`config.mk`:
```
export PLATFORM = sky130hd
export DESIGN_NAME = instr_fetch_unit
export DESIGN_NICKNAME = d
export VERILOG_FILES = /design/src/rtl/mips_pkg.sv /design/src/rtl/next_pc_logic.sv /design/src/rtl/instr_fetch_unit.sv
export SDC_FILE = /design/constraint.sdc
export NUM_CORES = 1
export LEC_CHECK = 0
export CAP_MARGIN = 10
export CELL_PAD_IN_SITES_DETAIL_PLACEMENT = 1
export CELL_PAD_IN_SITES_GLOBAL_PLACEMENT = 1
export CORE_MARGIN = 2
export CORE_UTILIZATION = 36
export CTS_BUF_LIST = sky130_fd_sc_hd__clkbuf_4 sky130_fd_sc_hd__clkbuf_8 sky130_fd_sc_hd__clkbuf_16
export DETAILED_ROUTE_END_ITERATION = 7
export HOLD_SLACK_MARGIN = 0.12
export MAX_ROUTING_LAYER = met4
export PLACE_DENSITY = 0.85
export SYNTH_ARGS = -nofsm -noshare
export SYNTH_HDL_FRONTEND = slang
export SYNTH_SLANG_ARGS = --single-unit
```
`constraint.sdc`:
```
create_clock -name clk -period 9.4 [get_ports clk]
set_clock_uncertainty 0.15 [all_clocks]
set_input_delay 0.94 -clock clk [delete_from_list [all_inputs] [get_ports clk]]
set_output_delay 0.94 -clock clk [all_outputs]
set_load 0.03 [all_outputs]
```
`src/rtl/mips_pkg.sv`:
```
// Shared MIPS definitions: fetch FSM encodings, opcodes, instruction field positions
// and the branch-offset helper.
package mips_pkg;

  localparam int unsigned INSTR_W = 32;

  // Fetch FSM state type and encodings
  typedef logic [1:0] fetch_state_t;
  localparam fetch_state_t ST_IDLE  = 2'd0;
  localparam fetch_state_t ST_FETCH = 2'd1;
  localparam fetch_state_t ST_HOLD  = 2'd2;
  localparam fetch_state_t ST_ERROR = 2'd3;

  localparam logic [5:0] OP_RTYPE = 6'h00;
  localparam logic [5:0] OP_J     = 6'h02;
  localparam logic [5:0] OP_JAL   = 6'h03;
  localparam logic [5:0] OP_BEQ   = 6'h04;
  localparam logic [5:0] OP_BNE   = 6'h05;
  localparam logic [5:0] OP_ADDI  = 6'h08;
  localparam logic [5:0] OP_LW    = 6'h23;
  localparam logic [5:0] OP_SW    = 6'h2b;

  localparam int unsigned OPCODE_MSB   = 31;
  localparam int unsigned OPCODE_LSB   = 26;
  localparam int unsigned FUNCT_MSB    = 5;
  localparam int unsigned FUNCT_LSB    = 0;
  localparam int unsigned IMM16_MSB    = 15;
  localparam int unsigned IMM16_LSB    = 0;
  localparam int unsigned TARGET26_MSB = 25;
  localparam int unsigned TARGET26_LSB = 0;

  // Sign-extended word offset of a branch immediate
  function automatic logic [INSTR_W-1:0] branch_offset(input logic [15:0] imm);
    return {{14{imm[15]}}, imm, 2'b00};
  endfunction

endpackage

```
`src/rtl/next_pc_logic.sv`:
```
// Combinational next-PC select: jump target, taken branch, or sequential pc_plus4.
// Jump takes priority over branch.
module next_pc_logic
  import mips_pkg::*;
(
  input  logic [INSTR_W-1:0] pc_plus4,
  input  logic [INSTR_W-1:0] instr,
  input  logic               branch,
  input  logic               zero,
  input  logic               jump,
  output logic [INSTR_W-1:0] next_pc
);

  // The opcode field does not steer the target; control decodes it into branch/jump.
  logic [5:0] w_unused_opcode;
  assign w_unused_opcode = instr[OPCODE_MSB:OPCODE_LSB];

  always_comb begin
    if (jump) begin
      next_pc = {pc_plus4[31:28], instr[TARGET26_MSB:TARGET26_LSB], 2'b00};
    end else if (branch && zero) begin
      next_pc = pc_plus4 + branch_offset(instr[IMM16_MSB:IMM16_LSB]);
    end else begin
      next_pc = pc_plus4;
    end
  end

endmodule

```
`src/rtl/instr_fetch_unit.sv`:
```
// Sequential MIPS fetch stage: PC, instruction register and IDLE/FETCH/HOLD/ERROR FSM.
// Optional fetch-wait timeout is built only when FETCH_TIMEOUT_EN is defined.
module instr_fetch_unit
  import mips_pkg::*;
#(
  parameter logic [31:0] RESET_PC       = 32'h0000_0000,
  parameter int unsigned TIMEOUT_CYCLES = 255
) (
  input  logic        clk,
  input  logic        rst_n,
  output logic        imem_req,
  output logic [31:0] imem_addr,
  input  logic        imem_ready,
  input  logic [31:0] imem_rdata,
  output logic [31:0] instr,
  output logic        instr_valid,
  output logic [5:0]  opcode,
  output logic [5:0]  funct,
  output logic [31:0] pc,
  output logic [31:0] pc_plus4,
  input  logic        instr_ack,
  input  logic        branch,
  input  logic        zero,
  input  logic        jump,
  output logic        fetch_err
);

  fetch_state_t r_state;
  fetch_state_t w_state_next;
  logic [31:0]  r_pc;
  logic [31:0]  r_instr;
  logic [31:0]  w_pc_plus4;
  logic [31:0]  w_next_pc;
  logic         w_fetch_done;
  logic         w_timeout;

  assign w_fetch_done = (r_state == ST_FETCH) && imem_ready;
  assign w_pc_plus4   = r_pc + 32'd4;

`ifdef FETCH_TIMEOUT_EN
  localparam logic [15:0] TIMEOUT_LIM = 16'(TIMEOUT_CYCLES);

  logic [15:0] r_wait_cnt;
  logic        r_fetch_err;

  // A ready in the limit cycle wins, so the timeout requires !imem_ready
  assign w_timeout = (r_state == ST_FETCH) && !imem_ready &&
                     ((r_wait_cnt + 16'd1) == TIMEOUT_LIM);

  always_ff @(posedge clk) begin
    if (!rst_n) begin
      r_wait_cnt  <= '0;
      r_fetch_err <= 1'b0;
    end else begin
      if ((w_state_next == ST_FETCH) && (r_state != ST_FETCH)) begin
        r_wait_cnt <= '0;
      end else if ((r_state == ST_FETCH) && !imem_ready) begin
        r_wait_cnt <= r_wait_cnt + 16'd1;
      end
      if (w_timeout) begin
        r_fetch_err <= 1'b1;
      end
    end
  end

  assign fetch_err = r_fetch_err;
`else
  logic [15:0] w_unused_timeout;
  assign w_unused_timeout = 16'(TIMEOUT_CYCLES);
  assign w_timeout        = 1'b0;
  assign fetch_err        = 1'b0;
`endif

  always_comb begin
    w_state_next = r_state;
    case (r_state)
      ST_IDLE:  w_state_next = ST_FETCH;
      ST_FETCH: begin
        if (imem_ready) begin
          w_state_next = ST_HOLD;
        end else if (w_timeout) begin
          w_state_next = ST_ERROR;
        end
      end
      ST_HOLD: begin
        if (instr_ack) begin
          w_state_next = ST_FETCH;
        end
      end
      ST_ERROR: w_state_next = ST_ERROR;
      default:  w_state_next = ST_IDLE;
    endcase
  end

  next_pc_logic u_next_pc_logic (
    .pc_plus4 (w_pc_plus4),
    .instr    (r_instr),
    .branch   (branch),
    .zero     (zero),
    .jump     (jump),
    .next_pc  (w_next_pc)
  );

  always_ff @(posedge clk) begin
    if (!rst_n) begin
      r_state <= ST_IDLE;
      r_pc    <= RESET_PC;
      r_instr <= '0;
    end else begin
      r_state <= w_state_next;
      if (w_fetch_done) begin
        r_instr <= imem_rdata;
      end
      if ((r_state == ST_HOLD) && instr_ack) begin
        r_pc <= w_next_pc;
      end
    end
  end

  assign imem_req    = (r_state == ST_FETCH);
  assign instr_valid = (r_state == ST_HOLD);
  assign imem_addr   = r_pc;
  assign pc          = r_pc;
  assign pc_plus4    = w_pc_plus4;
  assign instr       = r_instr;
  assign opcode      = r_instr[OPCODE_MSB:OPCODE_LSB];
  assign funct       = r_instr[FUNCT_MSB:FUNCT_LSB];

endmodule

```
## Word-level counts from Yosys, hierarchy flattened

Index checks and enable logic that the tools add are counted.

- Add/subtract/negate cells: 2
- Equality and inequality tests: 5
- Muxes and demuxes: 5
- Reduce and logical (&&, ||, !) cells: 5

Operator list:

| kind | number |
|---|---|
| two-way mux 32 bit | 2 |
| adder 32 x 3 -> 32 bit, second input constant | 1 |
| adder 32 bit | 1 |
| one-hot mux 2 bit (4 select lines) | 1 |
| equality test 2 bit, second input constant | 2 |
| two-way mux 2 bit | 2 |
| inequality test 2 x 1 -> 1 bit, second input constant | 2 |
| logical AND 1 bit | 3 |
| equality test 2 x 1 -> 1 bit, second input constant | 1 |
| logical NOT 2 bit | 1 |
| AND reduction 2 bit | 1 |

- Bits in registers: 66
- Input port bits: 39
- Output and inout port bits: 143
- Word-level logic and storage cells: 20

## Logic depth before layout (Yosys ltp)

- Depth in word-level cells: 4
- Depth in mapped cells: 16
- Gate-level depth less buffers: 15

## Hierarchy

From an unflattened synthesis, not the netlist that was laid out.

- Cell total of the unflattened synthesis: 743
- Area total of the unflattened synthesis: 5341.4 um^2

By module, submodules not included:

| module | instances | cells each | area each (um^2) | sequential area each (um^2) |
|---|---|---|---|---|
| instr_fetch_unit | 1 | 419 | 3201.8 | 1321.3 |
| next_pc_logic | 1 | 324 | 2139.6 | 0.0 |

## Worst setup path after synthesis

No wires, ideal clock.

- Path kind: register -> register
- From: register r_pc[2] (netlist: imem_addr[2])
- To: register r_pc[31] (netlist: imem_addr[31])
- Setup time: 0.132 ns
- Data arrival time: 3.801 ns
- Required time: 9.118 ns
- Setup slack: 5.317 ns
- Cell stages (with the launch flop): 16
- Buffers on the path: 0
- Clock period less this slack: 4.083 ns
- Cell sequence: dfxtp_1 -> ha_1 -> nand4_2 -> or2_4 -> nor3_4 -> nand3_1 -> xnor2_1 -> ha_1 -> a21oi_1 -> o21bai_1 -> a21oi_1 -> mux2_2 -> o21ai_0 -> a211oi_1 -> nand4_1 -> o211ai_1

- Cells in the longest elaborated chain, start to end: 4

RTL lines:

| item | RTL line | text |
|---|---|---|
| start: declaration | instr_fetch_unit.sv:30 | `logic [31:0] r_pc;` |
| start signal: assignment | instr_fetch_unit.sv:115 | `r_pc <= w_next_pc;` |
| adder 32 x 3 -> 32 bit | instr_fetch_unit.sv:38 | `assign w_pc_plus4 = r_pc + 32'd4;` |
| named net pc_plus4[28] | instr_fetch_unit.sv:20 | `output logic [31:0] pc_plus4,` |
| adder 32 bit | next_pc_logic.sv:22 | `next_pc = pc_plus4 + branch_offset(instr[IMM16_MSB:IMM16_LSB]);` |
| two-way mux 32 bit | next_pc_logic.sv:21 | `end else if (branch && zero) begin` |
| two-way mux 32 bit | next_pc_logic.sv:19 | `if (jump) begin` |

The timed path passes the listed nets, and every way through them passes these cells.
A chain may end at the register's enable or synchronous reset.

## Final worst setup path

- From: register r_pc[2] (netlist: imem_addr[2])
- To: output pc_plus4[26]

- Cells in the longest elaborated chain, start to end: 1

RTL lines:

| item | RTL line |
|---|---|
| adder 32 x 3 -> 32 bit | instr_fetch_unit.sv:38 |
| end: declaration | instr_fetch_unit.sv:20 |

No other way between the ends.

==> flow_summary.yaml <==
synthesis:
  async_flop_share_pct: 0
  synth_mux_area_share_pct: 0.207
  synth_area_leaders: "dfxtp_1 24%, nand2_1 9.0%, ha_1 8.3%"
  ys_warn_count: 0
  synthesis.area_sq_um: 5440
  yosys.area_share.simple_pct: 23.0
  yosys.cell_types.count: 65
  synthXorXnorAreaFrac_pct: 8.94
  yosys_most_used_dff: "dfxtp_1"
  synth_top_family_by_area: "compound AO/OA/AOI/OAI gates"
  yosysMostFrequentCell: "nand2_1"
  ys_seq_elements: 64
  synth_area_per_cell_sq_um: 7.56
  synthCells: 720
  synthTopCellsByCount: "131 x nand2_1, 64 x dfxtp_1, 49 x buf_4"
  synth-seq-area-share_pct: 23.5
  synth_fa_ha_area_share_pct: 8.65
  synth-compound-area-share_pct: 25.5
  synth_top_area_share_pct: 23.5
  yosysTopAreaCell: "dfxtp_1"
  synth_edf_count: 0
pwr:
  irDropWorstVdd_mv: 0.0817
  clkPwrFrac_pct: 40.1
  p_int_uw: 536
  p_leak_uw: 0.00284
  power_frac_comb_pct: 21.2
  power_density_nw_per_um2: 106
  power_uw: 764
  power_switching_uw: 228
  p_seq_share_pct: 38.7
  netSwitchingFraction_pct: 29.9
hold_path:
  min_path_type: "reg -> reg"
timing:
  tns_ns: 0
  min_period_ns: 4.36
  tightest_slew_ns: 1.14
  hold_violations: 0
  slew_violations: 0
  fmax_mhz: 229
  rsz0062_at_grt: "false"
  maxSlewHeadroom_pct: 23.6
  period_share_pct: 46.4
  whs_ns: 0.331
  setup_violations: 0
clock_network:
  cts_buffers: 9
  htreeDepth: 3
  ctsResizeCount: 0
  clock_latency_ns: 0.33
  cts.clk_slew.worst_paths_ns: 0.05
  clockRootBuffer: "clkbuf_16"
  hold_buffers: 0
  clk_path_buf_depth: 2
  post_cts_buffers: 0
  cts_tree: "built"
  cts.sinks: 64
place:
  place_area_sq_um: 6980
  hpwl_mm: 14.7
  portBuffers: 174
  place_congestion: 0.901
layout:
  final_net_count: 911
  finish.utilization_pct: 49.5
  final_area_sq_um: 7240
  drive_gt1_share_pct: 6.09
  area_growth_pct: 33.1
  diodes: 0
critical_path:
  critPathLaunchType: "flop"
  cp_data_required_time_ns: 8.31
  crit_arrival_ns: 3.27
  cp-end-kind: "primary output"
  path_max_fanout: 9
  path_class: "reg -> out"
route:
  drc: 0
  drt_iter0_drc: 323
  avgViaCountPerCell: 5.61
  postRouteAntennaNets: 0
  dr.pass1.iters: 4
  routed_wl_mm: 19.4
  route.vias.total: 5729
  wl_per_cell_um: 19.0
floorplan:
  die-area_sq_um: 16100
  die_width_um: 127
  initial_core_util_pct: 37.2
  rows: 44
  die_y_um: 127
  core_sq_um: 14600
  io_pins: 182
global_route:
  grt_max_degree: 58
  busiest_layer: "met2"
  track_usage_pct: 24.7
  grt_use_met2_pct: 41.7
  grt_pass1_vias: 5756
  antenna_found_initial: 0
  grt_overflow_total: 0
  grt.met1_usage_pct: 30.1
  grt_first_pass_wirelength_mm: 30.8
  use_met3_pct: 4.77
job:
  maxCapViolations: 0
run_status:
  status: "completed"
==> kinds of logic after synthesis <==
group,count (synthesis)
AND/OR/NAND/NOR,268
AO/OA/AOI/OAI,200
buffers and inverters,96
flip-flops,64
XOR/XNOR,53
adder cells (fa/ha/maj),37
other,1
multiplexers,1
==> layout make-up <==
type | count | area, sq um
clock inverters | 1 | 5.00
well taps | 184 | 230
clock buffers | 12 | 260
inverters | 15 | 56.3
repair buffers | 179 | 1770
fillers | 1839 | 7400
multi-input cells | 566 | 3640
flip-flops and latches | 64 | 1280
==> cells in the final DEF (no fill, tap or decap), types with 3 or more instances in the layout <==
master	netlist	final
nor4_1	4	4
nor3_1	7	7
o221ai_1	4	4
buf_4	49	5
nand2_1	131	131
conb_1	1	7
a21boi_0	35	35
nor2_1	45	44
a211oi_1	5	5
dfxtp_1	64	64
or3_1	6	6
o21ai_1	3	3
o21ai_0	29	29
a21oi_1	46	46
and2_1	3	3
and4_1	4	4
inv_1	15	15
o31ai_1	6	6
xnor2_1	27	27
o211ai_1	9	9
and3_1	6	6
xor2_1	23	23
a21oi_2	3	3
ha_1	36	36
a21o_1	15	15
nand3_1	30	30
clkdlybuf4s50_1	0	173
a31oi_1	7	7
nor2b_1	9	9
and3_4	3	3
a311oi_1	4	4
clkbuf_16	0	9
a31o_2	4	4
o21bai_1	4	4
nand4_1	10	10
o21ai_2	3	3
o22ai_1	5	5
==> critical path: stages, from the launching register on <==
cell	delay, ns
dfxtp_1	0.47
ha_1	0.28
nand4_2	0.17
or2_4	0.33
nor3_4	0.35
nand3_1	0.21
xnor2_1	0.38
clkdlybuf4s50_1	0.75
==> final timing paths <==
path	startpoint	to	slack, ns	cells past startpoint
max	imem_addr[2]$_SDFFE_PN0P_	pc_plus4[26]	5.04	7
min	instr[29]$_SDFFE_PN0P_	instr[29]$_SDFFE_PN0P_	0.33	2
max reg2reg	imem_addr[2]$_SDFFE_PN0P_	imem_addr[31]$_SDFFE_PN0P_	5.31	15
min reg2reg	instr[29]$_SDFFE_PN0P_	instr[29]$_SDFFE_PN0P_	0.33	2
==> power by group through the flow <==
| stage | Sequential (uW) | Combinational, uW | Clock [uW] |
|---|---|---|---|
| final | 296 | 162 | 307 |
| after CTS | 296 | 162 | 313 |
| after global routing | 297 | 174 | 324 |
| after detailed placement | 301 | 161 | 0 |
| after global placement | 301 | 159 | 0 |
| after floorplan | 313 | 86.5 | 0 |
==> state kept, by name, indices dropped and copies added, names as in the netlist <==
| signal | flops |
|---|---|
| imem_addr | 30 |
| r_state | 2 |
| instr | 32 |
==> metal layers <==
metal  vias to the layer above  part of all wire, %
li1                       2718                    -
met1                      2771                   43
met2                       209                   48
met3                        31                  6.4
met4                         0                  2.1
met5                         -                    0
==> per-stage QoR <==
| step | cells | worst slack [ns] |
|---|---|---|
| 3_3_place_gp | 1008 | 5.35 |
| 5_1_grt | 1021 | 4.90 |
| 4_1_cts | 1021 | 5.08 |
| 6_report | 1021 | 5.04 |
| 2_1_floorplan | 726 | 5.32 |
| 3_5_place_dp | 1008 | 5.28 |
No activity file was read; power rests on OpenSTA's default activity.
